===== src/rtl/mem_port_arbiter.sv =====
// mem_port_arbiter: two-requester arbiter/sequencer for one fixed-latency memory port.
// Define MEM_ARB_FIXED_PRIO_EN for fixed priority (requester 0 wins ties); default is round-robin.
module mem_port_arbiter #(
  parameter int n = 32,
  parameter int MEM_LAT = 2
) (
  input  logic         clk,
  input  logic         reset_n,
  input  logic         req0,
  input  logic         req1,
  input  logic         we0,
  input  logic         we1,
  input  logic [n-1:0] addr0,
  input  logic [n-1:0] addr1,
  input  logic [n-1:0] wdata0,
  input  logic [n-1:0] wdata1,
  output logic         sel,
  output logic         mem_en,
  output logic         mem_we,
  output logic [n-1:0] mem_addr,
  output logic [n-1:0] mem_wdata,
  input  logic [n-1:0] mem_rdata,
  output logic         done0,
  output logic         done1,
  output logic [n-1:0] rdata
);
  typedef enum logic [1:0] {IDLE, BUSY, DONE} state_t;
  state_t     state;
  logic [3:0] cnt;
  logic       win;
`ifdef MEM_ARB_FIXED_PRIO_EN
  assign win = !req0;
`else
  logic prio;
  assign win = (req0 && req1) ? prio : req1;
`endif
  assign mem_addr  = sel ? addr1 : addr0;
  assign mem_wdata = sel ? wdata1 : wdata0;
  // write enable only reaches the port while an access is actually running
  assign mem_we    = mem_en && (sel ? we1 : we0);
  always_ff @(posedge clk) begin
    if (!reset_n) begin
      state  <= IDLE;
      sel    <= 1'b0;
      cnt    <= 4'd0;
      rdata  <= '0;
      mem_en <= 1'b0;
      done0  <= 1'b0;
      done1  <= 1'b0;
`ifndef MEM_ARB_FIXED_PRIO_EN
      prio   <= 1'b0;
`endif
    end else begin
      done0 <= 1'b0;
      done1 <= 1'b0;
      case (state)
        IDLE: if (req0 || req1) begin
          sel    <= win;
          cnt    <= 4'(MEM_LAT - 1);
          mem_en <= 1'b1;
          state  <= BUSY;
`ifndef MEM_ARB_FIXED_PRIO_EN
          prio   <= !win;
`endif
        end
        BUSY: if (cnt == 4'd0) begin
          rdata  <= mem_rdata;
          mem_en <= 1'b0;
          done0  <= !sel;
          done1  <= sel;
          state  <= DONE;
        end else begin
          cnt <= cnt - 4'd1;
        end
        default: state <= IDLE;
      endcase
    end
  end
endmodule


===== config.mk =====
export PLATFORM = sky130hd
export DESIGN_NAME = mem_port_arbiter
export DESIGN_NICKNAME = d
export VERILOG_FILES = /design/src/rtl/mem_port_arbiter.sv
export SDC_FILE = /design/constraint.sdc
export NUM_CORES = 1
export LEC_CHECK = 0
export CORE_AREA = 4 4 103 105
export DETAILED_ROUTE_END_ITERATION = 10
export DIE_AREA = 0 0 107 109
export GPL_TIMING_DRIVEN = 0
export PLACE_DENSITY = 0.76
export SYNTH_ARGS = -nofsm -noshare
export SYNTH_HDL_FRONTEND = slang
export SYNTH_SLANG_ARGS = --single-unit

===== constraint.sdc =====
create_clock -name clk -period 2.9 [get_ports clk]
set_clock_uncertainty 0.1 [all_clocks]
set_input_delay 0.29 -clock clk [delete_from_list [all_inputs] [get_ports clk]]
set_output_delay 0.29 -clock clk [all_outputs]
set_load 0.02 [all_outputs]

==> results.txt, run 1 <==
- Post-Route Setup TNS: 0 ps
- Detailed-route vias per instance: 4.72
- Period utilisation layout: 0.924
- The die covers 11700 um^2.
- In this run, CTS created clock tree buffers numbering 5.
- After clock tree synthesis, the setup repair step added 0 buffers.
- The slowest stage of the critical path is the sky130_fd_sc_hd__clkdlybuf4s50_1 cell.
* Nature of the critical path startpoint: register
- The initial utilization of the core area, before any placement, comes to 0.255.
- Synth warnings: 0
* Cell at the root of the clock tree: sky130_fd_sc_hd__clkbuf_8
* Total inserted antenna cells: 0
* I/O pin count: 267
- Vias in the first global route: 3167
* Num Clock Sinks: 43
- CP Capture Type: output pin
- Footprint of the flip-flops and latches: 861 um^2
- In the global route stage, met2 resource usage came out at 0.380.
* CTS clk-pin slew, worst paths: 80 ps
- Mean instance size in the synthesized netlist: 9.07 um^2
- Together, buffers and inverters on the worst path number 3.
- Proportion of synthesized area in mux cells: 0.297
- Launching element of the worst setup path: sel$_SDFFE_PN0P_
- Layout-stage area growth over the synthesis result: 119%
- The most common cell in the synthesized netlist is sky130_fd_sc_hd__mux2_2.
* Syn_nets: 439
- Net switching power: 0.766 mW
* Synth Flop Type: sky130_fd_sc_hd__dfxtp_1
* Hold/Removal Path Class: register to register
- DRC viols: 0
* Share of the yosys chip area belonging to registers: 0.350
- Dividing total power by cell area gives a power density of 422 nW/um^2.
* Proportion of total power due to net switching: 0.337
* FFs w/ async S/R, synth: 0
- VDD sags by at most 0.341 mV.
- Worst max-slew margin expressed relative to the limit: 0.634
- The number of endpoints with negative hold slack in the final report is 0.
* Max Buffers Root-to-Sink: 2
* Outcome: complete, no violations
- Utilization after layout: 0.559
- Setup violations remaining at the end of the flow were counted as 0.
- For this block, the via count after detailed routing is 3194.
- At the pin with the least slew margin, the transition time is 547 ps.
- In this run the horizontal extent of the chip is 107 um.
- Xor-xnor portion of the synthesized cell area: 0
* Number of placement rows: 36
- Final estimated routing congestion in global placement: 0.865
* Met1 demand-to-capacity share in global routing: 0.220
- The largest single stage delay on the critical path is 560 ps.
- For this block, the routed nets add up to 12.5 mm of wire.
- In this run, post-CTS repair resized a total of 0 instances.
* Gr ovfl total: 0
- Walking the worst path, the cells encountered are buf_2 -> buf_2 -> mux2_2 -> clkdlybuf4s50_1.
* Count of fill cells added during filler insertion: 888
* Critical Path Most Common Cell: sky130_fd_sc_hd__buf_2
- Synthesized cell area: 2460 um^2
- For the worst setup path, the data arrival time is 2290 ps.
- The layer flagged by global routing as most heavily used is met2.
* Net count reported at finish: 712
* Number of synthesized flops with an enable pin: 0
- TritonCTS built the clock tree.
* Cell type group with the largest total delay on the critical path: buffers and inverters
* Total of flip-flops plus latches after synthesis: 43
* Cell variety after synth: 34
* R2R Setup Slk: 1110 ps
- First-pass iteration count of the detailed router: 4
- The core region is 9640 um^2.
- Die Y: 109 um
* CP max FO: 10
- The first global-routing pass estimated 18.1 mm of wire.
- Combinational fraction of design power: 0.503
* Setup repair after global routing missed its margin: false
- Cells taking the most area after synthesis: sky130_fd_sc_hd__dfxtp_1 (35%), sky130_fd_sc_hd__mux2_2 (29%), sky130_fd_sc_hd__a21oi_1 (7.3%), sky130_fd_sc_hd__nand3_1 (6.7%), sky130_fd_sc_hd__o21ai_0 (4.9%)
- Clock power frac: 0.196
* Maximum clock frequency: 0.373 GHz
- The clock reaches the later pin of the worst-skew pair after 290 ps.
- Violation count after the first detailed-routing iteration: 136
- Entering global routing, the biggest net connects 13 pins.
- STA puts the critical path data required time at 2510 ps.
- The count of buffers added on input and output ports is 266.
* Start-to-end type of the worst setup path: register to output pin
* Detailed-route wire length per cell: 18.4 um
- Relative contribution of sequential cells to total power: 0.301
- Fraction of the mapped netlist area in compound gates: 0.168
* Post-synthesis instance total: 271
- The initial antenna violation count was 0.
- In this run the most critical hold path is launched from rdata[13]$_SDFFE_PN0P_.
- Fraction of the mapped netlist area in simple logic gates: 0.119
- Of the total synthesized cell area, the portion taken by full adders, half adders and majority gates is 0.0102.
- In the final layout, the multi-input gates occupy 1460 um^2.
- In this run, post-CTS hold repair placed 0 buffers.
- Internal Power: 1.51 mW
- Once detailed placement completed, the half-perimeter wirelength came to 10.6 mm.
- The H-tree generated during clock tree synthesis spans 2 levels.
* Count of max-cap constraint violations: 0
- After synthesis, the largest family of logic cells by area is multiplexers.
- Proportion of layout cells with a drive suffix above 1: 0.156
- In the global route stage, overall resource usage came out at 0.199.
* Portion of synthesized cell area occupied by the leading cell type: 0.350
- Final min period: 2680 ps
* Total count of max-transition violations in the final report: 0
- The synthesized design spends more area on one cell type than any other, namely sky130_fd_sc_hd__dfxtp_1.
* Met3 Usage GRT: 0.0604
* Pleak: 1.93 nW
- The count of nets left with antenna violations once routing finished came out at 0.
- R2r startpoint: cnt[0]$_SDFFE_PN0P_
* Most common library cells after synthesis: sky130_fd_sc_hd__mux2_2 (64), sky130_fd_sc_hd__dfxtp_1 (43), sky130_fd_sc_hd__a21oi_1 (36), sky130_fd_sc_hd__nand3_1 (33), sky130_fd_sc_hd__o21ai_0 (24)
per-stage QoR:
step                worst slack (ps)  instances  cell area, um^2  total power [mW]  hold slack [ps]
finish                           220        677             5390              2.27              380
CTS                              171        677             5390              2.29              381
floorplan                       1160        271             2460              1.24              306
global placement                 516        670             5290              1.82              351
global route                     105        677             5390              2.38              407
detailed placement               491        670             5290              1.84              370
registers in the layout, summed over array words and instances (netlist names):
register and cells:
done1 1, sel 1, mem_en 1, rdata 32, done0 1, prio 1, state 2, cnt 4
layer usage:
layer	wire [um]	vias up
met1	4750	1507
met3	1050	11
met4	116	0
li1	-	1538
met2	6550	138
met5	0	-
worst register-to-register path, stage by stage (launching register included):
cell                      delay [ps]
sky130_fd_sc_hd__dfxtp_1         330
sky130_fd_sc_hd__inv_1            80
sky130_fd_sc_hd__ha_1            150
sky130_fd_sc_hd__nor3b_2         470
sky130_fd_sc_hd__buf_2           320
sky130_fd_sc_hd__nand3_1         100
sky130_fd_sc_hd__a21oi_1         160
final timing paths:
path	end	cells past startpoint
max reg2reg	rdata[22]$_SDFFE_PN0P_	6
min reg2reg	rdata[13]$_SDFFE_PN0P_	2
max	mem_wdata[4]	4
min	rdata[13]$_SDFFE_PN0P_	2
layout by cell type, fill, tap and decap left out, types with 2 or more instances in the layout:
cell,count
sky130_fd_sc_hd__clkdlybuf4s50_1,266
sky130_fd_sc_hd__mux2_2,64
sky130_fd_sc_hd__dfxtp_1,43
sky130_fd_sc_hd__a21oi_1,36
sky130_fd_sc_hd__nand3_1,33
sky130_fd_sc_hd__o21ai_0,24
sky130_fd_sc_hd__buf_2,12
sky130_fd_sc_hd__clkbuf_1,11
sky130_fd_sc_hd__o21ai_1,8
sky130_fd_sc_hd__nor2_1,5
sky130_fd_sc_hd__clkbuf_8,5
sky130_fd_sc_hd__inv_1,4
sky130_fd_sc_hd__buf_1,3
sky130_fd_sc_hd__nor3_1,3
sky130_fd_sc_hd__nor2b_1,2
sky130_fd_sc_hd__nand2b_1,2
sky130_fd_sc_hd__or4_1,2
sky130_fd_sc_hd__ha_1,2
layout make-up:
type / count / area share
Timing Repair Buffer: 266 / 0.494
Multi-Input combinational cell: 198 / 0.271
Sequential cell: 43 / 0.160
Tap cell: 133 / 0.0309
Buffer: 26 / 0.0223
Clock buffer: 6 / 0.0135
Clock inverter: 1 / 0.00557
Inverter: 4 / 0.00279
power groups by stage:
stage,registers (mW),clock network [mW],logic [mW]
floorplan,0.745,0,0.494
global placement,0.694,0,1.13
detailed placement,0.697,0,1.14
CTS,0.684,0.456,1.15
global route,0.691,0.474,1.21
finish,0.684,0.446,1.14
cells by family (layout without fill, tap and decap cells):
kind of cell | count (synthesis) | count (layout)
and+or+nand+nor | 54 | 54
AOI/OAI and AO/OA | 77 | 77
DFF | 43 | 43
adders and majority gates | 2 | 2
buffers and inverters | 30 | 303
muxes | 65 | 65
Note: power is estimated with default switching activity, not from simulation.
==> inputs of run 2 (changes only) <==
==> config.mk (replaced) <==
export PLATFORM = sky130hd
export DESIGN_NAME = mem_port_arbiter
export DESIGN_NICKNAME = d
export VERILOG_FILES = /design/src/rtl/mem_port_arbiter.sv
export SDC_FILE = /design/constraint.sdc
export NUM_CORES = 1
export LEC_CHECK = 0
export ABC_CLOCK_PERIOD_IN_PS = 2900
export CELL_PAD_IN_SITES_DETAIL_PLACEMENT = 1
export CELL_PAD_IN_SITES_GLOBAL_PLACEMENT = 1
export CORE_ASPECT_RATIO = 1.25
export CORE_MARGIN = 4
export CORE_UTILIZATION = 20
export DETAILED_ROUTE_END_ITERATION = 10
export GPL_TIMING_DRIVEN = 0
export PLACE_DENSITY = 0.9
export SYNTH_ARGS = -nofsm -noshare
export SYNTH_HDL_FRONTEND = slang
export SYNTH_SLANG_ARGS = --single-unit
==> run 2 against run 1 <==
- final cell count rose by 4.7%
- sequential share of layout area shrank 0.38 points
- clock power is 67% higher
- critical endpoint is now mem_wdata[13]
- critical path depth did not move
- non-clock buffer count is the same
- via count grew 0.88%
- utilization shrank 10 points
- die area increased by 21%
- cell area is 2.5% higher
==> results.txt, run 2 (same netlist as run 1, synthesis figures left out) <==
- The buffering stage count on the worst path with inverters included is 3 (unchanged).
- Areal power density over the cells: 470 nW/um^2 (was 422 nW/um^2)
* Detailed-route via count: 3222 (was 3194)
* Source-to-sink clock delay at the later pin of the worst-skew pair: 280 ps (was 290 ps)
- The number of endpoints with negative hold slack in the final report is 0 (unchanged).
- The estimated wirelength of the detail-placed design is 12.5 mm (was 10.6 mm).
- The worst hold path class is register to register (unchanged).
- CTS clk-pin slew, worst paths: 70 ps (was 80 ps)
- The number of setup buffers added after CTS came to 0 (unchanged).
- The total net switching power is 0.842 mW (was 0.766 mW).
- Final min period: 2690 ps (was 2680 ps)
- The largest driver fanout on the critical path is 10 (unchanged).
- The number of flip-flops in the largest register is 32 (unchanged).
- Num Clock Sinks: 43 (unchanged)
- Cell at the root of the clock tree: sky130_fd_sc_hd__clkbuf_16 (was sky130_fd_sc_hd__clkbuf_8)
- Die footprint: 14100 um^2 (was 11700 um^2)
- The slew at the pin closest to its max-slew limit is 564 ps (was 547 ps).
- Most common library cell in the layout ignoring fill and taps: sky130_fd_sc_hd__clkdlybuf4s50_1 (unchanged)
- The mean number of vias per cell came to 4.54 (was 4.72).
* Overall fraction of global-route tracks in use: 0.195 (was 0.199)
- The count of maximum capacitance violations was 0 (unchanged).
- The area of the core is 12100 um^2 (was 9640 um^2).
- The area added between synthesis and finish was 125% (was 119%).
- The share of total power consumed by net switching is 0.324 (was 0.337).
* Worst stage delay on the critical path: 590 ps (was 560 ps)
- The aggregate routed wire length was 14.7 mm (was 12.5 mm).
- The max-slew violation count was 0 (unchanged).
* Outcome: complete, no violations (unchanged)
- Maximum vdd ir drop: 0.297 mV (was 0.341 mV)
- Net count reported at finish: 712 (unchanged)
* Critical Path Most Common Cell: sky130_fd_sc_hd__buf_2 (unchanged)
- The final antenna diode count came to 0 (unchanged).
- The maximum number of pins on one net before global-route repair is 16 (was 13).
- CP Capture Type: output pin (unchanged)
- The routability-driven placement congestion ratio came to 0.775 (was 0.865).
- The kind of launch point of the worst setup path was a register (unchanged).
* Required time of the worst setup path: 2510 ps (about the same)
- Post-cts repair resize count: 0 (unchanged)
* Critical-path cell with the highest stage delay: sky130_fd_sc_hd__clkdlybuf4s50_1 (unchanged)
- Most used cells in the layout excluding fill and tap cells: sky130_fd_sc_hd__clkdlybuf4s50_1 (266), sky130_fd_sc_hd__mux2_2 (64), sky130_fd_sc_hd__dfxtp_1 (43), sky130_fd_sc_hd__a21oi_1 (36), sky130_fd_sc_hd__nand3_1 (33) (unchanged)
- Detailed-route wire length per cell: 20.7 um (was 18.4 um)
- I/O pin count: 267 (unchanged)
- The first-pass GRT wire length is 21.3 mm (was 18.1 mm).
* Relative contribution of sequential cells to total power: 0.264 (was 0.301)
* Start-to-end type of the worst setup path: register to output pin (unchanged)
- The met2 layer wire length in the routed design came to 8.17 mm (was 6.55 mm).
- The maximum count of clock buffers along a single path is 2 (unchanged).
- The port buffer count came to 266 (unchanged).
- Post-Route Setup TNS: 0 ps (unchanged)
- Pleak: 1.97 nW (was 1.93 nW)
- The post-route antenna net violation count is 0 (unchanged).
* Met3 WL: 1.13 mm (was 1.05 mm)
- The initial antenna violation count was 0 (unchanged).
* Worst-case hold slack: 378 ps (was 380 ps)
* Starting utilization of the core area: 0.203 (was 0.255)
- Registers with the highest flip-flop counts: rdata x32, cnt x4, state x2 (unchanged).
* Worst endpoint data arrival time: 2300 ps (was 2290 ps)
- Violation count after the first detailed-routing iteration: 55 (was 136)
* Number of placement rows: 45 (was 36)
* Clock power frac: 0.287 (was 0.196)
- Vias in the first global route: 3523 (was 3167)
- The internal power summed over all cells was 1.75 mW (was 1.51 mW).
* Setup repair after global routing missed its margin: false (unchanged)
- Combinational fraction of design power: 0.450 (was 0.503)
- Worst max-slew margin expressed relative to the limit: 0.622 (was 0.634)
- The number of iterations in the first detailed-routing pass came to 4 (unchanged).
- Horizontal extent of the die: 107 um (about the same)
- The portion of the clock cycle consumed by the worst path in the final layout was 0.926 (was 0.924).
* Cell type group with the largest total delay on the critical path: buffers and inverters (unchanged)
- The top routing layer in use is met4 (unchanged).
- The number of H-tree levels came to 2 (unchanged).
- Chain of cells forming the critical path: buf_2 -> buf_2 -> mux2_2 -> clkdlybuf4s50_1 (unchanged).
* Maximum clock frequency: 0.372 GHz (was 0.373 GHz)
- The clock tree from TritonCTS was built (unchanged).
- The remaining design rule violation count is 0 (unchanged).
- Largest Register: rdata (unchanged)
- The wire length on met1 is 4.94 mm (was 4.75 mm).
- The quantity of hold-fixing buffers added after cts came to 0 (unchanged).
- The final setup violation count came to 0 (unchanged).
* Die Y: 132 um (was 109 um)
* Proportion of layout cells with a drive suffix above 1: 0.160 (was 0.156)
- The overall overflow remaining after global route was 0 (unchanged).
- The number of clock buffers inserted by TritonCTS was 5 (unchanged).
[run 2: cell count changes in the layout (fill, tap and decap cells not counted), sizes merged]
| cell | change |
|---|---|
| bufinv | +1 |
| clkbuf | -1 |
| inv | +1 |
[run 2: worst paths after layout]
| path | start | to | slack [ps] | depth (start not counted) |
|---|---|---|---|---|
| setup / recovery | sel$_SDFFE_PN0P_ | mem_wdata[13] | 210 | 4 |
| setup reg to reg | cnt[1]$_SDFFE_PN0P_ | rdata[31]$_SDFFE_PN0P_ | 1040 | 6 |
| hold reg to reg | rdata[30]$_SDFFE_PN0P_ | rdata[30]$_SDFFE_PN0P_ | 380 | 2 |
| hold / removal | rdata[30]$_SDFFE_PN0P_ | rdata[30]$_SDFFE_PN0P_ | 380 | 2 |
[run 2: power by group through the flow]
stage	registers (mW)	logic, mW	clock network [mW]
2_1_floorplan	0.745	0.494	0
3_3_place_gp	0.695	1.15	0
3_5_place_dp	0.698	1.18	0
4_1_cts	0.686	1.18	0.758
5_1_grt	0.692	1.24	0.787
6_report	0.685	1.17	0.744
[run 2: through the flow]
step / cell area (um^2) / std cells / util / total power, mW / setup WS, ps
2_1_floorplan: 2460 / 271 / - / 1.24 / 1160
3_3_place_gp: 5330 / 701 / 0.440 / 1.84 / 452
3_5_place_dp: 5330 / 701 / 0.440 / 1.87 / 431
4_1_cts: 5520 / 709 / 0.456 / 2.63 / 123
5_1_grt: 5520 / 709 / 0.456 / 2.72 / 68.8
6_report: 5520 / 709 / 0.456 / 2.60 / 214
[run 2: worst min-delay path: stages, from the launching register on]
cell	delay, ps
sky130_fd_sc_hd__dfxtp_1	310
sky130_fd_sc_hd__o21ai_0	60
sky130_fd_sc_hd__a21oi_1	60
[run 2: layout make-up]
class | instances | area (um^2)
well taps | 164 | 205
plain buffers | 26 | 120
clock inverters | 3 | 71.3
flip-flops and latches | 43 | 861
inverters | 4 | 15.0
repair buffers | 266 | 2660
fillers | 1402 | 6580
clock buffers | 5 | 125
multi-input cells | 198 | 1460
[run 2: layer usage]
metal	vias to the layer above	GRT usage
met3	24	0.0539
li1	1533	-
met2	147	0.389
met5	-	0
met4	0	0.0661
met1	1518	0.185
